--- src/rtl/cpu_seq_pkg.sv ---
// Shared types and encodings for the cpu_sequencer control FSM and its decoder.
package cpu_seq_pkg;

  localparam int unsigned XLEN    = 64;
  localparam int unsigned ILEN    = 32;
  localparam int unsigned ALUOP_W = 3;
  localparam int unsigned XFER_W  = 4;

  typedef enum logic [1:0] {
    FETCH = 2'd0,
    EXEC  = 2'd1,
    MEM   = 2'd2,
    WB    = 2'd3
  } state_t;

  // Opcode prefixes, grouped by length (matched longest first)
  localparam logic [10:0] OP_LDUR  = 11'b11111000010;
  localparam logic [10:0] OP_STUR  = 11'b11111000000;
  localparam logic [10:0] OP_LDURB = 11'b00111000010;
  localparam logic [10:0] OP_STURB = 11'b00111000000;
  localparam logic [10:0] OP_ADDS  = 11'b10101011000;
  localparam logic [10:0] OP_SUBS  = 11'b11101011000;
  localparam logic [9:0]  OP_ADDI  = 10'b1001000100;
  localparam logic [8:0]  OP_MOVZ  = 9'b110100101;
  localparam logic [8:0]  OP_MOVK  = 9'b111100101;
  localparam logic [7:0]  OP_CBZ   = 8'b10110100;
  localparam logic [7:0]  OP_BCOND = 8'b01010100;
  localparam logic [5:0]  OP_B     = 6'b000101;

  localparam logic [ALUOP_W-1:0] ALU_PASS_B = 3'b000;
  localparam logic [ALUOP_W-1:0] ALU_ADD    = 3'b010;
  localparam logic [ALUOP_W-1:0] ALU_SUB    = 3'b011;

  localparam logic [3:0] COND_LT = 4'b1011;

  localparam logic [XFER_W-1:0] XFER_DWORD = 4'd8;
  localparam logic [XFER_W-1:0] XFER_BYTE  = 4'd1;

  typedef struct packed {
    logic                reg2loc;
    logic                alu_src;
    logic                imm12;
    logic                movk;
    logic                mem_to_reg;
    logic [ALUOP_W-1:0]  alu_op;
    logic [XFER_W-1:0]   xfer_size;
    logic                byte_loader;
    logic                set_flags;
    logic                is_load;
    logic                is_store;
    logic                is_alu;
    logic                is_b;
    logic                is_cbz;
    logic                is_blt;
    logic                illegal;
  } ctrl_t;

  // Sign-extended, word-scaled branch offset (imm26 for B, imm19 otherwise)
  function automatic logic [XLEN-1:0] br_offset(input logic [25:0] imm, input logic is_b);
    logic [XLEN-1:0] off;
    if (is_b) off = {{36{imm[25]}}, imm, 2'b00};
    else      off = {{43{imm[23]}}, imm[23:5], 2'b00};
    return off;
  endfunction

endpackage

--- src/rtl/cpu_seq_decode.sv ---
// Combinational opcode-to-control decode; MOVZ/MOVK decode only with CPU_SEQ_MOVE_EN.
module cpu_seq_decode
  import cpu_seq_pkg::*;
(
  input  logic [10:0] op_i,
  input  logic [3:0]  cond_i,
  output ctrl_t       ctrl_c
);

  always_comb begin
    ctrl_c         = '0;
    ctrl_c.illegal = 1'b1;
    if (op_i == OP_LDUR || op_i == OP_LDURB) begin
      ctrl_c.illegal     = 1'b0;
      ctrl_c.is_load     = 1'b1;
      ctrl_c.alu_src     = 1'b1;
      ctrl_c.alu_op      = ALU_ADD;
      ctrl_c.mem_to_reg  = 1'b1;
      ctrl_c.byte_loader = (op_i == OP_LDUR);
      ctrl_c.xfer_size   = (op_i == OP_LDUR) ? XFER_DWORD : XFER_BYTE;
    end else if (op_i == OP_STUR || op_i == OP_STURB) begin
      ctrl_c.illegal     = 1'b0;
      ctrl_c.is_store    = 1'b1;
      ctrl_c.alu_src     = 1'b1;
      ctrl_c.alu_op      = ALU_ADD;
      ctrl_c.byte_loader = (op_i == OP_STUR);
      ctrl_c.xfer_size   = (op_i == OP_STUR) ? XFER_DWORD : XFER_BYTE;
    end else if (op_i == OP_ADDS || op_i == OP_SUBS) begin
      ctrl_c.illegal   = 1'b0;
      ctrl_c.is_alu    = 1'b1;
      ctrl_c.reg2loc   = 1'b1;
      ctrl_c.set_flags = 1'b1;
      ctrl_c.alu_op    = (op_i == OP_ADDS) ? ALU_ADD : ALU_SUB;
    end else if (op_i[10:1] == OP_ADDI) begin
      ctrl_c.illegal = 1'b0;
      ctrl_c.is_alu  = 1'b1;
      ctrl_c.imm12   = 1'b1;
      ctrl_c.alu_op  = ALU_ADD;
`ifdef CPU_SEQ_MOVE_EN
    end else if (op_i[10:2] == OP_MOVZ) begin
      ctrl_c.illegal = 1'b0;
      ctrl_c.is_alu  = 1'b1;
      ctrl_c.imm12   = 1'b1;
      ctrl_c.alu_src = 1'b1;
      ctrl_c.alu_op  = ALU_PASS_B;
    end else if (op_i[10:2] == OP_MOVK) begin
      ctrl_c.illegal = 1'b0;
      ctrl_c.is_alu  = 1'b1;
      ctrl_c.movk    = 1'b1;
      ctrl_c.alu_op  = ALU_PASS_B;
`endif
    end else if (op_i[10:3] == OP_CBZ) begin
      ctrl_c.illegal = 1'b0;
      ctrl_c.is_cbz  = 1'b1;
    end else if (op_i[10:3] == OP_BCOND && cond_i == COND_LT) begin
      ctrl_c.illegal = 1'b0;
      ctrl_c.is_blt  = 1'b1;
    end else if (op_i[10:5] == OP_B) begin
      ctrl_c.illegal = 1'b0;
      ctrl_c.is_b    = 1'b1;
    end
  end

endmodule

--- src/rtl/cpu_sequencer.sv ---
// Multi-cycle FETCH/EXEC/MEM/WB sequencer with pc and branch resolution.
// Optional MOVZ/MOVK support is selected by CPU_SEQ_MOVE_EN (see cpu_seq_decode).
module cpu_sequencer
  import cpu_seq_pkg::*;
(
  input  logic                clk,
  input  logic                reset,
  input  logic                run,
  output logic                imem_req,
  input  logic                imem_ack,
  input  logic [ILEN-1:0]     instr_in,
  output logic [XLEN-1:0]     pc,
  input  logic                zeroCurr,
  input  logic                negativeAlu,
  input  logic                overflowAlu,
  output logic [ILEN-1:0]     Instruction,
  output logic                Reg2Loc,
  output logic                ALUSrc,
  output logic                imm12Cntrl,
  output logic                movKCntrl,
  output logic                MemtoReg,
  output logic                RegWrite,
  output logic                write_enable,
  output logic                read_enable,
  output logic                byteLoader,
  output logic                flagSignal,
  output logic [ALUOP_W-1:0]  ALUop,
  output logic [XFER_W-1:0]   xfer_size,
  output logic                busy,
  output logic                illegal
);

  state_t              state_q, state_d;
  logic [ILEN-1:0]     instr_q, instr_d;
  logic [XLEN-1:0]     pc_q, pc_d;
  logic                illegal_q, illegal_d;
  logic                imem_req_q, imem_req_d;
  logic                busy_q, busy_d;
  logic                reg2loc_q, reg2loc_d;
  logic                alu_src_q, alu_src_d;
  logic                imm12_q, imm12_d;
  logic                movk_q, movk_d;
  logic                mem_to_reg_q, mem_to_reg_d;
  logic                reg_write_q, reg_write_d;
  logic                wr_en_q, wr_en_d;
  logic                rd_en_q, rd_en_d;
  logic                byte_loader_q, byte_loader_d;
  logic                flag_q, flag_d;
  logic [ALUOP_W-1:0]  alu_op_q, alu_op_d;
  logic [XFER_W-1:0]   xfer_q, xfer_d;

  ctrl_t               dec;
  logic                taken;
  logic                active;

  // Decode follows the instruction about to be held, so controls register in step with state
  cpu_seq_decode u_decode (
    .op_i   (instr_d[31:21]),
    .cond_i (instr_d[3:0]),
    .ctrl_c (dec)
  );

  always_comb begin
    state_d   = state_q;
    instr_d   = instr_q;
    pc_d      = pc_q;
    illegal_d = illegal_q;
    taken     = 1'b0;
    case (state_q)
      FETCH: begin
        if (imem_req_q && imem_ack) begin
          instr_d = instr_in;
          state_d = EXEC;
        end
      end
      EXEC: begin
        taken = dec.is_b | (dec.is_cbz & zeroCurr) | (dec.is_blt & (negativeAlu ^ overflowAlu));
        if (dec.illegal)                     state_d = FETCH;
        else if (dec.is_load | dec.is_store) state_d = MEM;
        else if (dec.is_alu)                 state_d = WB;
        else                                 state_d = FETCH;
      end
      MEM:     state_d = dec.is_load ? WB : FETCH;
      WB:      state_d = FETCH;
      default: state_d = FETCH;
    endcase

    // pc moves once per instruction, on the edge that returns to FETCH
    if (state_q != FETCH && state_d == FETCH) begin
      pc_d = taken ? pc_q + br_offset(instr_q[25:0], dec.is_b) : pc_q + 64'd4;
    end

    active        = (state_d != FETCH);
    illegal_d     = illegal_q | ((state_d == EXEC) & dec.illegal);
    imem_req_d    = (state_d == FETCH) & run;
    busy_d        = active;
    reg2loc_d     = active & dec.reg2loc;
    alu_src_d     = active & dec.alu_src;
    imm12_d       = active & dec.imm12;
    movk_d        = active & dec.movk;
    mem_to_reg_d  = active & dec.mem_to_reg;
    byte_loader_d = active & dec.byte_loader;
    alu_op_d      = active ? dec.alu_op : ALUOP_W'(0);
    xfer_d        = active ? dec.xfer_size : XFER_W'(0);
    flag_d        = (state_d == EXEC) & dec.set_flags;
    wr_en_d       = (state_d == MEM) & dec.is_store;
    rd_en_d       = (state_d == MEM) & dec.is_load;
    reg_write_d   = (state_d == WB);
  end

  always_ff @(posedge clk) begin
    if (!reset) begin
      state_q       <= FETCH;
      instr_q       <= '0;
      pc_q          <= '0;
      illegal_q     <= 1'b0;
      imem_req_q    <= 1'b0;
      busy_q        <= 1'b0;
      reg2loc_q     <= 1'b0;
      alu_src_q     <= 1'b0;
      imm12_q       <= 1'b0;
      movk_q        <= 1'b0;
      mem_to_reg_q  <= 1'b0;
      reg_write_q   <= 1'b0;
      wr_en_q       <= 1'b0;
      rd_en_q       <= 1'b0;
      byte_loader_q <= 1'b0;
      flag_q        <= 1'b0;
      alu_op_q      <= '0;
      xfer_q        <= '0;
    end else begin
      state_q       <= state_d;
      instr_q       <= instr_d;
      pc_q          <= pc_d;
      illegal_q     <= illegal_d;
      imem_req_q    <= imem_req_d;
      busy_q        <= busy_d;
      reg2loc_q     <= reg2loc_d;
      alu_src_q     <= alu_src_d;
      imm12_q       <= imm12_d;
      movk_q        <= movk_d;
      mem_to_reg_q  <= mem_to_reg_d;
      reg_write_q   <= reg_write_d;
      wr_en_q       <= wr_en_d;
      rd_en_q       <= rd_en_d;
      byte_loader_q <= byte_loader_d;
      flag_q        <= flag_d;
      alu_op_q      <= alu_op_d;
      xfer_q        <= xfer_d;
    end
  end

  assign imem_req     = imem_req_q;
  assign pc           = pc_q;
  assign Instruction  = instr_q;
  assign Reg2Loc      = reg2loc_q;
  assign ALUSrc       = alu_src_q;
  assign imm12Cntrl   = imm12_q;
  assign movKCntrl    = movk_q;
  assign MemtoReg     = mem_to_reg_q;
  assign RegWrite     = reg_write_q;
  assign write_enable = wr_en_q;
  assign read_enable  = rd_en_q;
  assign byteLoader   = byte_loader_q;
  assign flagSignal   = flag_q;
  assign ALUop        = alu_op_q;
  assign xfer_size    = xfer_q;
  assign busy         = busy_q;
  assign illegal      = illegal_q;

endmodule

--- config.mk ---
export PLATFORM = sky130hd
export DESIGN_NAME = cpu_sequencer
export DESIGN_NICKNAME = d
export VERILOG_FILES = /design/src/rtl/cpu_seq_pkg.sv /design/src/rtl/cpu_seq_decode.sv /design/src/rtl/cpu_sequencer.sv
export SDC_FILE = /design/constraint.sdc
export NUM_CORES = 1
export LEC_CHECK = 0
export BUFFER_PORTS_ARGS = -buffer_cell sky130_fd_sc_hd__buf_2
export CAP_MARGIN = 0
export CORE_MARGIN = 2
export CORE_UTILIZATION = 55
export DETAILED_ROUTE_END_ITERATION = 16
export PLACE_DENSITY = 0.81
export SYNTH_ARGS = -nofsm -noshare
export SYNTH_HDL_FRONTEND = slang
export SYNTH_SLANG_ARGS = --single-unit
--- constraint.sdc ---
create_clock -name clk -period 9.8 [get_ports clk]
set_clock_uncertainty 0.1 [all_clocks]
set_input_delay 2.45 -clock clk [delete_from_list [all_inputs] [get_ports clk]]
set_output_delay 2.45 -clock clk [all_outputs]
set_load 0.02 [all_outputs]
Word-level counts from Yosys, hierarchy flattened

Cells that the tools add are included.
W data, S select, Z words.

Register bits: 117
Input port bits: 39
Output and inout bits: 116

Add/sub/neg operators: 2
Eq/ne operators: 17
Mux-type cells: 48
Bitwise operators: 19
Reductions and logical operators: 13

Operator list:

| kind                    | number |
|---|---|
| $mux W64                | 3 |
| $add A64 B3 Y64 const B | 1 |
| $add A64 B64 Y64        | 1 |
| $mux W32                | 2 |
| $eq A11 B11 Y1 const B  | 4 |
| $mux W1                 | 26 |
| $eq A11 B9 Y1 const B   | 2 |
| $mux W2                 | 8 |
| $and A1 B1 Y1           | 12 |
| $mux W4                 | 3 |
| $eq A10 B10 Y1 const B  | 1 |
| $mux W5                 | 2 |
| $eq A2 B2 Y1 const B    | 4 |
| $eq A8 B7 Y1 const B    | 1 |
| $eq A8 B8 Y1 const B    | 1 |
| $pmux W2 S4             | 1 |
| $mux W7                 | 1 |
| $eq A6 B3 Y1 const B    | 1 |
| $mux W3                 | 2 |
| $eq A2 B1 Y1 const B    | 2 |
| $eq A4 B4 Y1 const B    | 1 |
| $logic_not A2 Y1        | 2 |
| $or A1 B1 Y1            | 4 |
| $reduce_and A2 Y1       | 2 |
| other kinds (6)         | 12 |

Longest topological paths before layout

Gate-level depths: netlist of run 1.

Depth in word-level cells: 20
Depth in mapped cells: 23

Hierarchy

A second synthesis of run 1 with hierarchy kept.

Cells, all modules: 1125
Area, all modules: 8261.7 µm²

By module, submodules not included:

| module         | instances | cells an instance | area an instance (µm²) | sequential area each (µm²) |
|---|---|---|---|---|
| cpu_sequencer  | 1         | 1085              | 8006.4                 | 2322.2 |
| cpu_seq_decode | 1         | 40                | 255.2                  | 0.0 |

Worst setup path after synthesis of run 1

No wires, ideal clock.

Kind: input port to flip-flop
Start point: input imem_ack
End point: register pc_q[63], in the netlist pc[63]
Library setup time: 0.072 ns
Arrival time: 7.513 ns
Slack: 2.115 ns
Cell stages on the path: 20
Cells stage by stage: nor4bb_1 > buf_4 > mux2i_4 > or3b_1 > nor4_1 > nand2_1 > a21bo_2 > a21oi_2 > ha_1 > buf_2 > nand4_1 > or4_1 > a21o_1 > a31oi_2 > nor2_1 > o2111a_1 > o21ba_1 > or4_1 > nand2_1 > mux2i_1

Longest elaborated chain between the ends: 15
Elaborated cells on any way between the ends: 57
Classes of those cells: add/sub: 1; eq/ne: 11; mux: 33; bitwise: 5; reduce/logical: 7

Ends and longest elaborated chain:

| what                                                   | line                                       | RTL |
|---|---|---|
| start: declaration                                     | cpu_sequencer.sv:10                        | `input logic imem_ack,` |
| $logic_and A1 B1 Y1 *                                  | cpu_sequencer.sv:71                        | `if (imem_req_q && imem_ack) begin` |
| $mux W32                                               | cpu_sequencer.sv:71                        |  |
| $mux W32                                               | cpu_sequencer.sv:69                        | `case (state_q)` |
| $eq A6 B3 Y1 (tied with other cells)                   | cpu_seq_decode.sv:58                       | `end else if (op_i[10:5] == OP_B) begin` |
| $mux W1 / $logic_and A1 B1 Y1 (equally long branches)  | cpu_seq_decode.sv:58, cpu_seq_decode.sv:55 |  |
| $mux W1                                                | cpu_seq_decode.sv:55                       | `end else if (op_i[10:3] == OP_BCOND && cond_i == COND_LT) begin` |
| $mux W1                                                | cpu_seq_decode.sv:52                       | `end else if (op_i[10:3] == OP_CBZ) begin` |
| $mux W3 / $mux W1 (equally long branches)              | cpu_seq_decode.sv:34                       | `end else if (op_i[10:1] == OP_ADDI) begin` |
| $mux W3 / $mux W1 (equally long branches)              | cpu_seq_decode.sv:28                       | `end else if (op_i == OP_ADDS \|\| op_i == OP_SUBS) begin` |
| $mux W4 / $mux W1 (equally long branches)              | cpu_seq_decode.sv:21                       | `end else if (op_i == OP_STUR \|\| op_i == OP_STURB) begin` |
| $mux W5 / $mux W1 (equally long branches)              | cpu_seq_decode.sv:13                       | `if (op_i == OP_LDUR \|\| op_i == OP_LDURB) begin` |
| $mux W64 (tied with other cells)                       | cpu_seq_pkg.sv:61                          | `if (is_b) off = {{36{imm[25]}}, imm, 2'b00};` |
| $mux W64 (tied with other cells)                       | cpu_sequencer.sv:89                        | `if (state_q != FETCH && state_d == FETCH) begin` |
| $add A64 B64 Y64 (tied with other cells)               | cpu_sequencer.sv:90                        | `pc_d = taken ? pc_q + br_offset(instr_q[25:0], dec.is_b) : pc_q + 64'd4;` |
| $mux W64 / $logic_and A1 B1 Y1 (equally long branches) | cpu_sequencer.sv:90, cpu_sequencer.sv:89   |  |
| end signal: assignment                                 | cpu_sequencer.sv:134                       | `pc_q <= pc_d;` |
| end: declaration                                       | cpu_sequencer.sv:35                        | `logic [XLEN-1:0] pc_q, pc_d;` |

Every way passes the cells marked *; elsewhere a longest branch is shown, timed or not. The select of a mux whose other input is x is not followed.
A chain may end at the register's enable or synchronous reset.

Final worst setup path of run 1

Ends and elaborated chain as after synthesis.

==> results of run 1 <==
==> report_power, final <==
group          switching (mW)  internal [mW]  leakage, nW
Clock                   0.184          0.201        0.144
Sequential            0.00685          0.460        0.905
Combinational          0.0424         0.0210         3.19
Total                   0.234          0.682         4.24
==> layer usage <==
metal	part of all wire [%]	vias up	global-route usage, %	wire (µm)
met2	45	299	42.78	9779
met5	0	-	0	0
met1	46	3617	38.61	9969
met4	2.3	0	8.460	488
met3	6.6	32	5.198	1428
li1	-	3935	-	-
==> critical path: cells and delay by family <==
kind | cells | cell delay [ns]
fa+ha+maj | 1 | 0.35
simple gates | 9 | 2.97
mux | 2 | 0.56
compound gates | 5 | 1.46
buf+inv | 2 | 0.52
==> worst paths after layout <==
path         depth (start not counted)        from  endpoint
max                                 19    imem_ack    pc[63]
min                                  2      pc[38]    pc[38]
max reg2reg                         18  state_q[1]    pc[63]
min reg2reg                          2      pc[38]    pc[38]
==> stage by stage <==
| stage | instances | hold slack (ns) | total power, mW | util (%) | area (µm²) |
|---|---|---|---|---|---|
| CTS | 1343 | 0.3774 | 0.9175 | 63.24 | 9086 |
| global placement | 1328 | 0.3597 | 0.5397 | 61.15 | 8786 |
| finish | 1343 | 0.3752 | 0.9160 | 63.24 | 9086 |
| floorplan | 1049 | 0.4380 | 0.5188 | - | 8024 |
| global route | 1343 | 0.3988 | 0.9451 | 63.24 | 9086 |
| detailed placement | 1328 | 0.3670 | 0.5408 | 61.15 | 8786 |
==> cell usage after synthesis (8+ instances only) <==
master	n
nand2_1	203
a21oi_1	141
dfxtp_1	112
nor2_1	63
ha_1	61
a21o_1	45
clkbuf_1	32
nand3_1	31
o21ai_0	31
xnor2_1	26
xor2_1	24
inv_1	19
mux2i_1	16
nor3_1	15
buf_2	14
o21a_1	13
a31oi_1	12
nand4_1	12
o21bai_1	11
o211ai_1	10
a211oi_1	8
and2_1	8
and3_1	8
buf_4	8
o31ai_1	8
==> cell families after synthesis <==
group           Yosys count  share of synthesized area (%)
compound gates          318                          25.46
mux                      22                          3.376
xor+xnor                 50                          5.470
simple gates            399                          23.15
buf+inv                  80                          4.705
flops                   112                          28.01
fa+ha+maj                62                          9.784
other cells               1                        0.04684
==> registers in the layout (all words and copies together) (netlist names) <==
name,cells
xfer_size,2
state_q,2
RegWrite,1
read_enable,1
byteLoader,1
imm12Cntrl,1
busy,1
imem_req,1
Reg2Loc,1
ALUop,2
Instruction,32
write_enable,1
illegal,1
ALUSrc,1
pc,62
flagSignal,1
MemtoReg,1
==> layout make-up <==
| class | count | area (µm²) |
|---|---|---|
| clock buffers | 9 | 225.2 |
| fillers | 1312 | 5283 |
| inverters | 20 | 75.07 |
| multi-input cells | 857 | 5445 |
| repair buffers | 155 | 793.3 |
| flip-flops and latches | 112 | 2242 |
| well taps | 184 | 230.2 |
| clock inverters | 6 | 75.07 |
==> qor.csv, run 1 <==
metric,value,unit
Mean Syn Cell Area,7.668,µm²
CP Launch Type,primary input,
drt total wl,21670,µm
register area share after synthesis,28.01,%
P&R area growth vs syn,13.50,%
first-pass GRT wire length,35620,µm
"leading cell type in the layout, fill and taps excluded",nand2_1,
most frequent cells in the layout,"nand2_1, buf_2, a21oi_1",
"slowest stage cell, crit path",nor4bb_4,
vias in the first global route,7175,
CTS tree,built,
Rows,44,
Die Y,124.6,µm
Slew headroom,51.24,%
largest net degree at the start of global routing,68,
htree depth,3,
Detail Placement HPWL,16300,µm
Initial Utilization,55.71,%
layout cells sized above 1,17.69,%
Yosys top cell by area,dfxtp_1,
"Slew Viols, Final",0,
status,"finished, final reports clean",
Root Buffer,clkbuf_16,
RSZ-0062 raised after global routing,false,
period utilization,83.15,%
Slew @ Worst Pin,0.7314,ns
Mapped Cells,1044,
"Req. time, crit path",10.00,ns
CTS buffer count,9,
routed len/inst,16.13,µm
Synth cell types,86,
Power Density,100.8,nW/µm²
Worst-path clk slew,0.08,ns
Via Count,7883,
"Hold Violations, Final",0,
async set-or-reset flop fraction in the synthesized netlist,0,%
setup TNS,0,ns
Ys Warns,0,
critical path's largest stage delay,0.64,ns
Peak VDD IR,0.08160,mV
Port Buffer Count,148,
drt drc,0,
Setup WS post-layout,1.651,ns
setup bufs post-CTS,0,
top area cells in the synthesized netlist,"dfxtp_1, ha_1, nand2_1",
core area,14370,µm²
Antenna Violating Nets Remaining,0,
CP arrival,8.35,ns
Synth top area share,28.01,%
clk buf depth,2,
Setup CP Type,primary input to flip-flop,
R2R setup slack,3.36,ns
CP max FO,30,
Main synth FF type,dfxtp_1,
dpl ws,1.267,ns
vias per inst,5.870,
die area,15540,µm²
total track usage,27.48,%
Synth Register Bits,112,
Worst-Skew Late Latency,0.37,ns
Post-Synthesis Cell Area,8005,µm²
post-CTS sizing,0,
final setup vio count,0,
total gr overflow,0,
1st-iter DRT viols,693,
class of the worst hold path,flip-flop to flip-flop,
die width,124.6,µm
Nets,1256,
drt first pass iters,5,
maxcap violations,0,
RePlAce Congestion,0.9479,
hold_buf cts,0,
Diodes inserted,0,
number of flops mapped to enable cells by yosys,0,
max frequency,122.7,MHz
IO Count,155,
endpoint type of the worst setup path,flip-flop,
clock sinks,112,
worst path cell trace,buf_2 > nor4bb_4 > buf_4 > mux2_4 > nand4_1 > or3b_1 > nand2_1 > a21oi_4 > ha_1 > nand4_1 > or4_1 > a21o_1 > a31oi_2 > nor2_1 > o2111a_1 > o21ba_1 > or4_1 > nand2_1 > mux2i_1,
initial antenna violation count,0,
Pleak,4.242,nW
Final Critical Period,8.149,ns
Note: power is estimated with default switching activity, not from simulation.
==> inputs of run 2 (changes only) <==
==> constraint.sdc (replaced) <==
create_clock -name clk -period 8.47 [get_ports clk]
set_clock_uncertainty 0.1 [all_clocks]
set_input_delay 2.1175 -clock clk [delete_from_list [all_inputs] [get_ports clk]]
set_output_delay 2.1175 -clock clk [all_outputs]
set_load 0.02 [all_outputs]
==> qor.csv, run 2 (synthesis gave the netlist of run 1 again) <==
metric,value,unit
status,"finished, final reports clean",
total gr overflow,0,
Hold Path Stages,2,
drt drc,0,
htree depth,3,
CP Launch Type,primary input,
core area,14370,µm²
Layout Utilization,63.38,%
Setup CP Type,primary input to flip-flop,
Via Count,7933,
"Req. time, crit path",8.67,ns
die area,15540,µm²
drt total wl,21860,µm
Detail Placement HPWL,16400,µm
Die Y,124.6,µm
post-CTS sizing,0,
largest net degree at the start of global routing,73,
"Slew Viols, Final",0,
Port Buffer Count,148,
RSZ-0062 raised after global routing,false,
Cells after DPL,1332,
CTS tree,built,
clock sinks,112,
CP max FO,21,
initial antenna violation count,0,
Final Critical Period,7.664,ns
Reg-to-Reg End,pc[63],
max frequency,130.5,MHz
total track usage,27.72,%
clk buf depth,2,
maxcap violations,0,
reg2reg start,state_q[1],
die width,124.6,µm
setup TNS,0,ns
class of the worst hold path,flip-flop to flip-flop,
"leading cell type in the layout, fill and taps excluded",nand2_1,
"Hold Violations, Final",0,
final setup vio count,0,
1st-iter DRT viols,609,
Rows,44,
Slew @ Worst Pin,0.7888,ns
Nets,1260,
routed len/inst,16.22,µm
CTS buffer count,9,
setup bufs post-CTS,0,
Pleak,4.257,nW
Hold Path End,pc[34],
most frequent cells in the layout,"nand2_1, buf_2, a21oi_1",
worst path cell trace,buf_2 > nor4bb_4 > mux2i_4 > or3b_1 > nor4_1 > nand2_1 > a21bo_2 > a21oi_1 > o21a_1 > ha_1 > nand4_1 > or4_1 > a21o_1 > a31oi_2 > nor2_1 > o2111a_1 > o21ba_1 > or4_1 > nand2_1 > mux2i_1,
vias in the first global route,7251,
Power Density,114.4,nW/µm²
layout cells sized above 1,17.96,%
min-delay src,pc[34],
Diodes inserted,0,
Root Buffer,clkbuf_16,
CP arrival,7.87,ns
Antenna Violating Nets Remaining,0,
Post-Layout Cell Count,1348,
Initial Utilization,55.71,%
IO Count,155,
drt first pass iters,5,
RePlAce Congestion,0.9150,
hold_buf cts,0,
Final Power,1.042,mW
Worst-path clk slew,0.08,ns
R2R cell count,19,
Slew headroom,47.41,%
period utilization,90.49,%
R2R setup slack,2.21,ns
Peak VDD IR,0.1029,mV
endpoint type of the worst setup path,flip-flop,
vias per inst,5.885,
P&R area growth vs syn,13.75,%
first-pass GRT wire length,36000,µm
Worst-Skew Late Latency,0.36,ns
max FFs per register,62,
critical path's largest stage delay,0.67,ns
"slowest stage cell, crit path",nor4bb_4,
[run 2: routing by layer]
metal | wire length (µm) | track usage (%) | up-vias | share of wire (%)
met5 | 0 | 0 | - | 0
met4 | 716 | 11.04 | 0 | 3.3
met3 | 1244 | 4.510 | 52 | 5.7
met2 | 9823 | 43.17 | 276 | 45
met1 | 10070 | 38.40 | 3668 | 46
li1 | - | - | 3937 | -
[run 2: where the power goes]
part           switching, mW  total, mW  internal, mW
logic                 0.0493     0.0739        0.0246
clock network          0.208      0.427         0.219
registers            0.00803      0.541         0.533
total                  0.266       1.04         0.776
[run 2: how the worst max path moves through the flow]
stage	from	end	slack, ns	cells past startpoint
floorplan	imem_ack	pc[63]	1.12	20
global placement	imem_ack	pc[63]	0.73	20
detailed placement	imem_ack	pc[63]	0.58	20
CTS	imem_ack	pc[63]	0.84	20
global route	imem_ack	pc[52]	0.50	20
finish	imem_ack	pc[63]	0.81	20
[run 2: final cells by class]
type,count,area [µm²]
multi-input combinational,857,5445
fill,1285,5263
sequential,112,2242
timing repair buffer,159,823.3
clock buffer,12,256.5
tap,184,230.2
inverter,20,75.07
clock inverter,4,33.78
[run 2: through the flow]
| step | worst slack [ns] | hold slack (ns) | area, µm² |
|---|---|---|---|
| 2_1_floorplan | 1.118 | 0.4380 | 8024 |
| 3_3_place_gp | 0.7277 | 0.3453 | 8816 |
| 3_5_place_dp | 0.5824 | 0.3557 | 8816 |
| 4_1_cts | 0.8450 | 0.3699 | 9106 |
| 5_1_grt | 0.4964 | 0.3908 | 9106 |
| 6_report | 0.8056 | 0.3697 | 9106 |
[run 2: worst max-delay path: cells and delay by family]
kind / cells / cell delay (ns)
and+or+nand+nor: 9 / 3.05
AOI/OAI and AO/OA: 7 / 1.94
muxes: 2 / 0.36
adders and majority gates: 1 / 0.28
buffers and inverters: 1 / 0.11
